==> src/rtl/spike_history_recorder_if.sv <==
// Bus between the spike network and the recorder: spike vector and replay
// control in, layered window history, reward latch and push status out.
interface spike_history_recorder_if #(
   parameter int unsigned Neurons_Layer1 = 4,
   parameter int unsigned Neurons_Layer2 = 8,
   parameter int unsigned Neurons_Layer3 = 4,
   parameter int unsigned nHist          = 2
);
   localparam int unsigned Num_Neurons = Neurons_Layer1 + Neurons_Layer2 + Neurons_Layer3;
   localparam int unsigned CntW        = $clog2(nHist + 1);

   logic [Num_Neurons-1:0]          NetworkOutput;
   logic                            reward_in;
   logic                            start_replay_phase;
   logic                            finish_replay_phase;
   logic [nHist*Neurons_Layer1-1:0] InVecHst;
   logic [nHist*Neurons_Layer2-1:0] HippoVecHst;
   logic [nHist*Neurons_Layer3-1:0] OutVecHst;
   logic                            rewarded;
   logic [CntW-1:0]                 hist_count;
   logic                            hist_push;

   modport master (
      output NetworkOutput, reward_in, start_replay_phase, finish_replay_phase,
      input  InVecHst, HippoVecHst, OutVecHst, rewarded, hist_count, hist_push
   );

   modport slave (
      input  NetworkOutput, reward_in, start_replay_phase, finish_replay_phase,
      output InVecHst, HippoVecHst, OutVecHst, rewarded, hist_count, hist_push
   );
endinterface

==> src/rtl/spike_history_recorder.sv <==
// Spike history recorder: OR-accumulates the spike vector per layer over a
// window of nWindow clocks and shifts each window result into an nHist-deep
// history. Capture freezes during replay and everything clears when replay
// finishes. Optional macro SPIKE_COUNT_THRESH_EN replaces the OR accumulator
// with per-neuron saturating counters compared against Spike_Thresh.
module spike_history_recorder #(
   parameter int unsigned Neurons_Layer1 = 4,
   parameter int unsigned Neurons_Layer2 = 8,
   parameter int unsigned Neurons_Layer3 = 4,
   parameter int unsigned nHist          = 2,
   parameter int unsigned nWindow        = 10,
   parameter int unsigned Spike_Thresh   = 2
) (
   input  logic                    clk,
   input  logic                    reset,
   spike_history_recorder_if.slave bus
);
   localparam int unsigned L1 = Neurons_Layer1;
   localparam int unsigned L2 = Neurons_Layer2;
   localparam int unsigned L3 = Neurons_Layer3;
   localparam int unsigned NN = L1 + L2 + L3;
   localparam int unsigned CW = $clog2(nHist + 1);
   localparam int unsigned WW = (nWindow > 1) ? $clog2(nWindow) : 1;

   // A zero-length window or a threshold that can never be met is a config error.
   if (nWindow < 1 || Spike_Thresh < 1 || Spike_Thresh > nWindow) begin : g_param_check
      $error("spike_history_recorder: bad nWindow/Spike_Thresh");
   end

   logic [WW-1:0]        wcnt;
   logic                 capture;
   logic                 acc_clr;
   logic [NN-1:0]        win_vec;
   logic [nHist*L1-1:0]  in_next;
   logic [nHist*L2-1:0]  hippo_next;
   logic [nHist*L3-1:0]  out_next;

   // Capture on the last window slot unless frozen; finish overrides in the register block.
   always_comb begin
      capture = !bus.start_replay_phase && (wcnt == WW'(nWindow - 1));
      acc_clr = bus.finish_replay_phase || bus.start_replay_phase || capture;
   end

`ifdef SPIKE_COUNT_THRESH_EN
   localparam int unsigned SatW = $clog2(nWindow + 1);
   logic [SatW-1:0] cnt     [NN];
   logic [SatW-1:0] cnt_inc [NN];

   // Per-neuron count including this cycle's spike; a bit fires when the count reaches the threshold.
   always_comb begin
      win_vec = '0;
      for (int unsigned i = 0; i < NN; i++) begin
         cnt_inc[i] = cnt[i];
         if (bus.NetworkOutput[i] && (cnt[i] != '1)) cnt_inc[i] = cnt[i] + 1'b1;
         win_vec[i] = (32'(cnt_inc[i]) >= Spike_Thresh);
      end
   end

   // Saturating spike counters, cleared at capture, freeze, finish and reset.
   always_ff @(posedge clk or negedge reset) begin
      if (!reset) begin
         for (int unsigned i = 0; i < NN; i++) cnt[i] <= '0;
      end else begin
         for (int unsigned i = 0; i < NN; i++) cnt[i] <= acc_clr ? '0 : cnt_inc[i];
      end
   end
`else
   logic [NN-1:0] acc;

   // Window result includes the spikes of the current (possibly capture) cycle.
   always_comb begin
      win_vec = acc | bus.NetworkOutput;
   end

   // OR accumulator, cleared at capture, freeze, finish and reset.
   always_ff @(posedge clk or negedge reset) begin
      if (!reset) acc <= '0;
      else        acc <= acc_clr ? '0 : win_vec;
   end
`endif

   // Shifted history with the new window result as entry 0 of each layer.
   always_comb begin
      in_next                = bus.InVecHst << L1;
      in_next[L1-1:0]        = win_vec[L1-1:0];
      hippo_next             = bus.HippoVecHst << L2;
      hippo_next[L2-1:0]     = win_vec[L1+L2-1:L1];
      out_next               = bus.OutVecHst << L3;
      out_next[L3-1:0]       = win_vec[NN-1:L1+L2];
   end

   // Window counter, history, reward latch and push flag; finish beats freeze beats capture.
   always_ff @(posedge clk or negedge reset) begin
      if (!reset) begin
         wcnt            <= '0;
         bus.InVecHst    <= '0;
         bus.HippoVecHst <= '0;
         bus.OutVecHst   <= '0;
         bus.rewarded    <= 1'b0;
         bus.hist_count  <= '0;
         bus.hist_push   <= 1'b0;
      end else if (bus.finish_replay_phase) begin
         wcnt            <= '0;
         bus.InVecHst    <= '0;
         bus.HippoVecHst <= '0;
         bus.OutVecHst   <= '0;
         bus.rewarded    <= 1'b0;
         bus.hist_count  <= '0;
         bus.hist_push   <= 1'b0;
      end else if (bus.start_replay_phase) begin
         wcnt          <= '0;
         bus.hist_push <= 1'b0;
      end else begin
         if (bus.reward_in) bus.rewarded <= 1'b1;
         if (capture) begin
            wcnt            <= '0;
            bus.InVecHst    <= in_next;
            bus.HippoVecHst <= hippo_next;
            bus.OutVecHst   <= out_next;
            bus.hist_push   <= 1'b1;
            if (bus.hist_count != CW'(nHist)) bus.hist_count <= bus.hist_count + 1'b1;
         end else begin
            wcnt          <= wcnt + 1'b1;
            bus.hist_push <= 1'b0;
         end
      end
   end
endmodule

==> src/flat_wrapper.sv <==
// flat-port wrapper written by rule: the top's interface ports become plain ports
module spike_history_recorder_flat 
#(
   parameter int unsigned Neurons_Layer1 = 4,
   parameter int unsigned Neurons_Layer2 = 8,
   parameter int unsigned Neurons_Layer3 = 4,
   parameter int unsigned nHist          = 2,
   parameter int unsigned nWindow        = 10,
   parameter int unsigned Spike_Thresh   = 2
)
  (clk, reset, bus_NetworkOutput, bus_reward_in, bus_start_replay_phase, bus_finish_replay_phase, bus_InVecHst, bus_HippoVecHst, bus_OutVecHst, bus_rewarded, bus_hist_count, bus_hist_push);
  spike_history_recorder_if #(.Neurons_Layer1(Neurons_Layer1), .Neurons_Layer2(Neurons_Layer2), .Neurons_Layer3(Neurons_Layer3), .nHist(nHist)) bus_i ();
  input  logic clk;
  input  logic reset;
  input wire logic [$bits(bus_i.NetworkOutput)-1:0] bus_NetworkOutput;
  input wire logic [$bits(bus_i.reward_in)-1:0] bus_reward_in;
  input wire logic [$bits(bus_i.start_replay_phase)-1:0] bus_start_replay_phase;
  input wire logic [$bits(bus_i.finish_replay_phase)-1:0] bus_finish_replay_phase;
  output wire logic [$bits(bus_i.InVecHst)-1:0] bus_InVecHst;
  output wire logic [$bits(bus_i.HippoVecHst)-1:0] bus_HippoVecHst;
  output wire logic [$bits(bus_i.OutVecHst)-1:0] bus_OutVecHst;
  output wire logic [$bits(bus_i.rewarded)-1:0] bus_rewarded;
  output wire logic [$bits(bus_i.hist_count)-1:0] bus_hist_count;
  output wire logic [$bits(bus_i.hist_push)-1:0] bus_hist_push;
  assign bus_i.NetworkOutput = bus_NetworkOutput;
  assign bus_i.reward_in = bus_reward_in;
  assign bus_i.start_replay_phase = bus_start_replay_phase;
  assign bus_i.finish_replay_phase = bus_finish_replay_phase;
  assign bus_InVecHst = bus_i.InVecHst;
  assign bus_HippoVecHst = bus_i.HippoVecHst;
  assign bus_OutVecHst = bus_i.OutVecHst;
  assign bus_rewarded = bus_i.rewarded;
  assign bus_hist_count = bus_i.hist_count;
  assign bus_hist_push = bus_i.hist_push;
  spike_history_recorder #(.Neurons_Layer1(Neurons_Layer1), .Neurons_Layer2(Neurons_Layer2), .Neurons_Layer3(Neurons_Layer3), .nHist(nHist), .nWindow(nWindow), .Spike_Thresh(Spike_Thresh)) u_core (.clk(clk), .reset(reset), .bus(bus_i));
endmodule
==> config.mk <==
export PLATFORM = sky130hd
export DESIGN_NAME = spike_history_recorder_flat
export DESIGN_NICKNAME = d
export VERILOG_FILES = /design/src/rtl/spike_history_recorder_if.sv /design/src/rtl/spike_history_recorder.sv /design/src/flat_wrapper.sv
export SDC_FILE = /design/constraint.sdc
export NUM_CORES = 1
export LEC_CHECK = 0
export ABC_CLOCK_PERIOD_IN_PS = 1670
export BUFFER_PORTS_ARGS = -buffer_cell sky130_fd_sc_hd__buf_2
export CORE_MARGIN = 2
export CORE_UTILIZATION = 52
export CTS_CLUSTER_DIAMETER = 200
export DETAILED_ROUTE_END_ITERATION = 12
export GPL_TIMING_DRIVEN = 0
export PLACE_DENSITY = 0.81
export REMOVE_ABC_BUFFERS = 1
export SYNTH_ARGS = -nofsm -noshare
export SYNTH_HDL_FRONTEND = slang
export SYNTH_SLANG_ARGS = --single-unit
==> constraint.sdc <==
create_clock -name clk -period 1.67 [get_ports clk]
set_input_delay 0.167 -clock clk [delete_from_list [all_inputs] [get_ports clk]]
set_output_delay 0.167 -clock clk [all_outputs]
set_load 0.02 [all_outputs]
==> impl_metrics.json <==
{
  "hold_viol": 0,
  "vias": 1617,
  "num-fill-cells": 328,
  "core.rowCount": 23,
  "leakage_uw": 0.00128,
  "synthDistinctLibCells": 23,
  "crit_path_end_kind": "register",
  "antennaDiodeCount": 0,
  "cts.sinks": 56,
  "start_kind": "register",
  "gp_congestion": 0.705,
  "ys_seq_area_frac": 0.632,
  "grt_max_degree": 57,
  "fin_util": 0.656,
  "crit_arrival_ns": 1.82,
  "io-pin-count": 57,
  "clk-insertion-delay-late_ns": 0.31,
  "critPathMaxFanout": 24,
  "fp.dieH_um": 69.3,
  "skew_ns": 0.00741,
  "remaining_drc_errors": 0,
  "slew_headroom": 0.459,
  "cts_buffers": 5,
  "p_per_area_nw_per_um2": 896,
  "die_w_um": 69.3,
  "syn2layout_area_growth_pct": 20.0,
  "grtUsageMet1": 0.240,
  "ys_ff_latch": 56,
  "grt_busiest_layer": "met2",
  "routedWlPerCell_um": 14.6,
  "grtUsageMet2": 0.316,
  "hold_class": "in2reg",
  "placed_area_um2": 2470,
  "nets": 285,
  "cap_violations": 0,
  "yosys_warnings": 0,
  "groute.layer.met3.usage": 0.0538,
  "ctsRootBufferMaster": "clkbuf_8",
  "grt.overflow.total": 0,
  "cts_buffer_depth": 2,
  "postCtsSetupBuffers": 0,
  "avgSynthCellArea_um2": 10.7,
  "slew_violations": 0,
  "cts_tree": "done",
  "die_area_um2": 4800,
  "initialDrtViolationCount": 139,
  "grt_pass1_vias": 1624,
  "clk_pin_slew_ns": 0.10,
  "outcome": "finished, final reports clean",
  "grt_pass1_wl_mm": 7.35,
  "netlist_area_um2": 2220,
  "final_area_um2": 2660,
  "htree_num_levels": 2,
  "core_um2": 4060,
  "synth_top_area_frac": 0.632,
  "setup_violations": 0,
  "max_freq_mhz": 632,
  "hpwlAfterDp_mm": 2.52,
  "antenna_found_initial": 0,
  "vias_per_cell": 5.18,
  "totalWireLength_mm": 4.55,
  "grt_use_total": 0.194,
  "post-route-min-period_ns": 1.58,
  "synthTopCellsByArea": "dfrtp_1, nor2_1, nand2_1",
  "cp_data_required_time_ns": 1.91,
  "synth_top_cell_by_area": "dfrtp_1",
  "layout_setup_ws_ns": 0.0872,
  "port_buffers": 56,
  "worst_pin_slew_ns": 0.811,
  "drive_gt1_frac": 0.317,
  "drt_pass1_iterations": 4,
  "start_util": 0.546,
  "crit_type": "reg2reg",
  "post-route-period-util": 0.948,
  "peakVddDrop_mv": 0.470,
  "dp_slack_ns": -0.558,
  "postSynthCellCount": 207,
  "ant_nets": 0
}
==> state kept, by name, summed over array words and instances, names as in the netlist <==
| name | count |
|---|---|
| u_core.bus.InVecHst | 8 |
| u_core.bus.OutVecHst | 8 |
| u_core.bus.rewarded | 1 |
| u_core.bus.hist_count | 2 |
| u_core.bus.hist_push | 1 |
| u_core.bus.HippoVecHst | 16 |
| u_core.wcnt | 4 |
| u_core.acc | 16 |
==> placed cells by master (no fill, tap or decap), types with 3 or more instances in the layout <==
cell type   n
and4bb_4    3
a211oi_2    4
inv_1       4
a21oi_2     8
nor2_1     54
a211oi_1   12
clkbuf_8    5
nand2_1    32
buf_2      55
a21oi_1    11
dfrtp_1    56
==> final timing paths <==
check                                         startpoint                                  end  slack [ns]  cells after the start
worst max-delay path            u_core.wcnt[1]$_DFF_PN0_  u_core.bus.OutVecHst[4]$_DFFE_PN0P_        0.09                      5
worst min-delay path                bus_NetworkOutput[5]              u_core.acc[5]$_DFF_PN0_        0.09                      3
worst max register to register  u_core.wcnt[1]$_DFF_PN0_  u_core.bus.OutVecHst[4]$_DFFE_PN0P_        0.09                      5
worst min register to register  u_core.acc[10]$_DFF_PN0_             u_core.acc[10]$_DFF_PN0_        0.49                      2
max in group asynchronous                          reset      u_core.bus.rewarded$_DFFE_PN0P_        0.76                      2
min in group asynchronous                          reset   u_core.bus.InVecHst[3]$_DFFE_PN0P_        0.45                      2
==> power by group <==
part | internal (uW) | switching [uW]
Sequential | 1380 | 8.20
Combinational | 40.4 | 85.7
Clock | 444 | 428
==> cell families after synthesis <==
kind of cell | share of synthesized area
AND/OR/NAND/NOR | 0.166
flip-flops | 0.632
AO/OA/AOI/OAI | 0.129
buffers and inverters | 0.0480
adder cells (fa/ha/maj) | 0.0169
XOR/XNOR | 0.00791
==> metrics by stage <==
step	setup TNS (ns)	instances	hold WS, ns	total power (uW)
floorplan	-0.0952	194	-0.129	1450
global placement	-8.55	300	0.402	1530
detailed placement	-9.57	300	0.408	1530
CTS	0	309	0.0810	2410
global route	-0.000277	312	0.0950	2490
finish	0	312	0.0856	2380
==> area by class of cell <==
type	count	area [um2]	area share
flip-flops and latches	56	1400	0.527
multi-input cells	137	777	0.292
repair buffers	57	293	0.110
clock buffers	5	68.8	0.0259
well taps	50	62.6	0.0235
clock inverters	3	42.5	0.0160
inverters	4	15.0	0.00564
==> per-layer routing <==
layer / vias to the layer above / share of wire
met5: - / 0
met4: 0 / 0.012
met3: 6 / 0.064
met2: 52 / 0.46
met1: 759 / 0.46
li1: 800 / -
==> worst max-delay path: stages, from the launching register on <==
cell	delay, ns
dfrtp_1	0.41
inv_1	0.07
ha_2	0.29
and4bb_4	0.51
nand2_1	0.10
a21oi_1	0.14
==> cells in the mapped netlist <==
cell / number
a211oi_1: 12
a211oi_2: 4
a21oi_1: 11
a21oi_2: 8
a311o_1: 1
and4bb_4: 1
buf_1: 1
buf_2: 4
buf_4: 2
buf_6: 1
buf_8: 2
clkbuf_1: 3
dfrtp_1: 56
ha_1: 3
inv_1: 4
nand2_1: 32
nand3_1: 1
nand4bb_1: 1
nor2_1: 54
o21ai_0: 2
or3_1: 2
xnor2_1: 1
xor2_1: 1
==> what timing repair did <==
| item | CTS | global route |
|---|---|---|
| pin swaps | 1 | 0 |
| endpoints found under the hold margin | 0 | 56 |
| cloned | 1 | 2 |
| setup endpoints to repair | 38 | 6 |
| resized for setup | 5 | 1 |
| hold buffers | 0 | 1 |
Power figures use the tool's default switching activity.
